--- src/rtl/shift_reg_univ.sv ---
// Universal shift register: SIPO capture with word framing, parallel load, serial shift-out, rotate.
// Latency: every operation lands on the next rising edge; q/pout are combinational from the register.
// No backpressure: en stalls all state (pvalid drops), and every mode encoding is accepted every cycle.
module shift_reg_univ #(
    parameter int WIDTH     = 8,
    parameter bit MSB_FIRST = 1'b1
) (
    input  logic             clk,
    input  logic             rst_n,
    input  logic             en,
    input  logic [1:0]       mode,
    input  logic             d,
    input  logic [WIDTH-1:0] pdata,
    output logic             q,
    output logic [WIDTH-1:0] pout,
    output logic             pvalid
);

    localparam int CW = $clog2(WIDTH);
    localparam logic [CW-1:0] CNT_LAST = CW'(WIDTH - 1);

    typedef enum logic [1:0] {
        MODE_HOLD  = 2'b00,
        MODE_SHIFT = 2'b01,
        MODE_LOAD  = 2'b10,
        MODE_ROT   = 2'b11
    } mode_e;

    logic [WIDTH-1:0] sreg_q, sreg_d;
    logic [CW-1:0]    cnt_q, cnt_d;
    logic             pvalid_q, pvalid_d;
    mode_e            mode_sel;

    assign mode_sel = mode_e'(mode);

    // Next-state: en low or hold freezes the register and counter; only the word-completing shift raises pvalid.
    always_comb begin
        sreg_d   = sreg_q;
        cnt_d    = cnt_q;
        pvalid_d = 1'b0;
        if (en) begin
            case (mode_sel)
                MODE_SHIFT: begin
                    if (MSB_FIRST) begin
                        sreg_d = {sreg_q[WIDTH-2:0], d};
                    end else begin
                        sreg_d = {d, sreg_q[WIDTH-1:1]};
                    end
                    if (cnt_q == CNT_LAST) begin
                        cnt_d    = '0;
                        pvalid_d = 1'b1;
                    end else begin
                        cnt_d = cnt_q + 1'b1;
                    end
                end
                MODE_LOAD: begin
                    // A load restarts word framing; any partially collected word is dropped.
                    sreg_d = pdata;
                    cnt_d  = '0;
                end
                MODE_ROT: begin
                    if (MSB_FIRST) begin
                        sreg_d = {sreg_q[WIDTH-2:0], sreg_q[WIDTH-1]};
                    end else begin
                        sreg_d = {sreg_q[0], sreg_q[WIDTH-1:1]};
                    end
                end
                default: begin
                    sreg_d = sreg_q;
                end
            endcase
        end
    end

    // State registers with synchronous active-low reset that overrides everything, including mid-word.
    always_ff @(posedge clk) begin
        if (!rst_n) begin
            sreg_q   <= '0;
            cnt_q    <= '0;
            pvalid_q <= 1'b0;
        end else begin
            sreg_q   <= sreg_d;
            cnt_q    <= cnt_d;
            pvalid_q <= pvalid_d;
        end
    end

    // q is the bit the next shift pushes out.
    assign q      = MSB_FIRST ? sreg_q[WIDTH-1] : sreg_q[0];
    assign pout   = sreg_q;
    assign pvalid = pvalid_q;

endmodule

--- config.mk ---
export PLATFORM = sky130hd
export DESIGN_NAME = shift_reg_univ
export DESIGN_NICKNAME = d
export VERILOG_FILES = /design/src/rtl/shift_reg_univ.sv
export SDC_FILE = /design/constraint.sdc
export NUM_CORES = 1
export LEC_CHECK = 0
export ABC_AREA = 0
export ABC_CLOCK_PERIOD_IN_PS = 2900
export CORE_MARGIN = 4
export CORE_UTILIZATION = 43
export DETAILED_ROUTE_END_ITERATION = 8
export GPL_TIMING_DRIVEN = 1
export PLACE_DENSITY = 0.8
export SLEW_MARGIN = 20
export SYNTH_ARGS = -nofsm -noshare
export SYNTH_HDL_FRONTEND = slang
export SYNTH_SLANG_ARGS = --single-unit
--- constraint.sdc ---
create_clock -name clk -period 2.9 [get_ports clk]
set_input_delay 0.435 -clock clk [delete_from_list [all_inputs] [get_ports clk]]
set_output_delay 0.435 -clock clk [all_outputs]
set_load 0.01 [all_outputs]
# Word level (Yosys, flattened, before mapping)
# Index checks and enable logic that the tools add are counted.
[word_totals] input_bits=14 word_cells=17 register_bits=12 output_inout_bits=10
[op_classes] reduce_logical=5 eq_ne=4 muxes=4 add_sub_neg=1
[ops] op="$pmux W8 S3" n=1
[ops] op="$pmux W3 S2" n=1
[ops] op="$eq A2 B2 Y1 const B" n=2
[ops] op="$reduce_and A2 Y1" n=2
[ops] op="$add A3 B1 Y3 const B" n=1
[ops] op="$eq A3 B3 Y1 const B" n=1
[ops] op="$mux W3" n=1
[ops] op="$reduce_and A3 Y1" n=1
[ops] op="$reduce_bool A3 Y1" n=1
[ops] op="$eq A2 B1 Y1 const B" n=1
[ops] op="$reduce_bool A2 Y1" n=1
[ops] op="$mux W1" n=1

# Longest topological paths before layout
[depth] ltp_word=3 mapped_depth=6 depth_no_buf=5

# Least setup slack after synthesis
# OpenSTA, ideal clock, no wires.
[synth_path] path_type="input port to flip-flop" from="input port mode[0]" to="register cnt_q[0]" n_path_buf=0 t_required_ps=2830 setup_time_ps=70 arrival_time_ps=1343 stages=5 setup_slack_ps=1487 cell_sequence="inv_1 -> ha_1 -> nand2_2 -> or4_1 -> a21boi_1"
[synth_between] elab_chain_len=3 elab_cells_between_ends=5 cone_classes="eq/ne: 2; mux: 1; reduce/logical: 2"
[synth_rtl] item="from (decl)" line_no="11" source="input logic [1:0] mode,"
[synth_rtl] item="$eq A2 B2 Y1 / $eq A2 B1 Y1 (equally long branches)" line_no="42" source="case (mode_sel)"
[synth_rtl] item="$reduce_bool A2 Y1 (no source line)"
[synth_rtl] item="$reduce_and A2 Y1 (no source line)"
[synth_rtl] item="to (signal assigned)" line_no="83" source="cnt_q <= cnt_d;"
[synth_rtl] item="to (decl)" line_no="30" source="logic [CW-1:0] cnt_q, cnt_d;"
# Parallel ways exist; a longest one is shown, timed or not.
# A chain may end at the register's enable or synchronous reset.

# Worst setup path after layout
# Same ends and word-level chain as after synthesis.

==> impl_metrics.yaml <==
min_path:
  min_to: "cnt_q[2]"
  hold_path_depth: 2
  hp-class: "register to register"
  hp-start: "cnt_q[2]"
worst_setup_path:
  cp-end-kind: "register"
  cp_max_fo: 13
  r2r-start: "cnt_q[0]"
  reg2reg_to: "cnt_q[0]"
  worstPathRequired_ns: 3.12
  arrival_ns: 2.03
  critPathKind: "primary input to register"
  critPathLaunchType: "primary input"
  r2r_setup_slack_ns: 1.52
  r2r_cells: 4
clock_network:
  cts_made_buffers: 3
  cts_setup_buffers: 0
  cts-hold-fix-buffers: 0
  clock-sinks: 12
  cts_resized: 0
  cts_buffer_depth: 2
  clkTransAtPathRegs_ns: 0.07
  root_buffer: "clkbuf_4"
  cts_tree: "built"
  clk_latency_ns: 0.28
  htreeDepth: 1
timing:
  setup_slack_ns: 1.090
  slew_headroom: 0.6861
  rsz0062_at_grt: "false"
  final.min_clock_period_ns: 1.810
  fin_crit_sh: 0.6242
  finalSetupViolCount: 0
  tightest_slew_ns: 0.4709
  fmax_ghz: 0.5525
  tns_ns: 0
  skew_ns: 0.0006105
  maxSlewViolCount: 0
  hold_viol_final: 0
drt:
  first_pass_iters: 4
  final_antenna_net_count: 0
  vias_per_cell: 5.561
  vias: 545
  wl_per_cell_um: 13.97
  drt_wl_total_um: 1369
  drtIter0Drc: 16
  drcViolationCount: 0
die:
  initial_utilization: 0.4905
  die_h_um: 44.79
  rows: 12
  io_pins: 24
  fp.dieW_um: 44.79
  design.die.area_um2: 2006
  core_area_um2: 1186
layout:
  drive_above_1_share: 0.04762
  area_growth_pct: 42.58
  num_antenna_cells: 0
  nets: 106
  fin_area_um2: 829.5
yosys:
  synth_area_leader_cell: "dfxtp_1"
  ys_types: 19
  synth.top_cell.area_share: 0.4129
  synth_most_common_cell: "dfxtp_1"
  seq_area_frac_synth: 0.4129
  synth_edf_count: 0
  async_reset_ff_frac: 0
  netlist_area_um2: 581.8
  netlist_instances: 62
  synth.top_cells.by_count: "dfxtp_1, a21oi_1, a22oi_1, ha_1, o21ai_0"
  avgSynthCellArea_um2: 9.384
  synth_seq_cells: 12
  yosys_warnings: 0
  synth_area_leaders: "dfxtp_1, ha_1, a22oi_1, a21oi_1, o21ai_0"
  synth_ff_type: "dfxtp_1"
  syn-num-nets: 82
power:
  clkPwrFrac: 0.289
  vdd_drop_max_mv: 0.2710
  swShare: 0.2697
  power_density_nw_per_um2: 443.5
  p_leak_nw: 0.3259
  p_int_mw: 0.2687
  pwr-share-comb: 0.215
  p_switching_mw: 0.09921
  seq_power_share: 0.496
job:
  maxCapViolations: 0
grt:
  grt_pass1_vias: 523
  grt_max_degree: 17
  grt.total_usage: 0.1547
  antenna_found_initial: 0
  grt_pass1_wl_um: 2283
  grt-ovfl-total: 0
place:
  dpl-instance-area_um2: 807.0
  dp_hpwl_um: 988.1
  place_congestion: 0.7535
  pre_cts_slack_ns: 0.7912
  portBuffers: 23
outcome:
  status: "complete, no violations"
sequential cells by signal, indices dropped and copies added, names as in the netlist:
signal / cells
cnt_q: 3
pvalid: 1
pout: 8
power by group through the flow:
stage	combinational (mW)	clock (mW)	sequential, mW
after global placement	0.0777	0	0.186
after floorplan	0.0340	0	0.189
after CTS	0.0794	0.112	0.183
final	0.0790	0.106	0.182
after global routing	0.0870	0.115	0.185
after detailed placement	0.0790	0	0.186
how the worst max path moves through the flow:
stage / slack (ns) / startpoint / end / cells after the start
after floorplan: 1.49 / mode[0] / cnt_q[0] / 5
after global routing: 0.95 / mode[0] / cnt_q[0] / 5
after CTS: 1.10 / mode[0] / cnt_q[0] / 5
after detailed placement: 0.79 / mode[0] / cnt_q[0] / 5
after global placement: 0.84 / mode[0] / cnt_q[0] / 5
final: 1.09 / mode[0] / cnt_q[0] / 5
cells by family after synthesis:
logic type	Yosys count	share of synthesized area
DFF	12	0.4129
buffers and inverters	6	0.05161
adders and majority gates	6	0.1290
AOI/OAI and AO/OA	27	0.2817
and+or+nand+nor	11	0.1248
critical path, cell delays in order:
cell	delay, ns
clkdlybuf4s50_1	0.50
inv_1	0.07
ha_1	0.34
or4_1	0.55
a21boi_1	0.12
layer usage:
layer  share of wire  up-vias  track usage
li1                -      274            -
met1            0.43      248       0.1899
met2            0.49       21       0.2521
met3           0.065        2      0.05179
met4          0.0088        0      0.05263
met5               0        -            0
area by class of cell:
| class | count | area [um2] |
|---|---|---|
| fill | 107 | 356.6 |
| clock buffer | 3 | 22.52 |
| timing repair buffer | 23 | 230.2 |
| inverter | 2 | 7.507 |
| tap | 14 | 17.52 |
| multi-input combinational | 44 | 311.5 |
| sequential | 12 | 240.2 |
stage by stage:
stage,cells,hold WS [ns],total power [mW],util
2_1_floorplan,62,0.4345,0.2228,-
3_3_place_gp,95,0.4469,0.2636,0.6804
3_5_place_dp,95,0.4563,0.2648,0.6804
4_1_cts,98,0.4665,0.3739,0.6994
5_1_grt,98,0.4862,0.3866,0.6994
6_report,98,0.4585,0.3679,0.6994
placed cells by master (no fill, tap or decap):
cell,instances
nand2b_1,1
clkdlybuf4s50_1,23
a21oi_1,8
nand2_1,3
and2b_1,1
nor3b_1,1
a21boi_1,3
inv_1,2
and4_1,1
a22oi_1,7
clkbuf_4,3
nand4b_1,2
o21ai_1,2
a221oi_1,1
o21ai_0,6
or4_1,1
nand2_2,1
dfxtp_1,12
ha_1,6
Power figures use the tool's default switching activity.
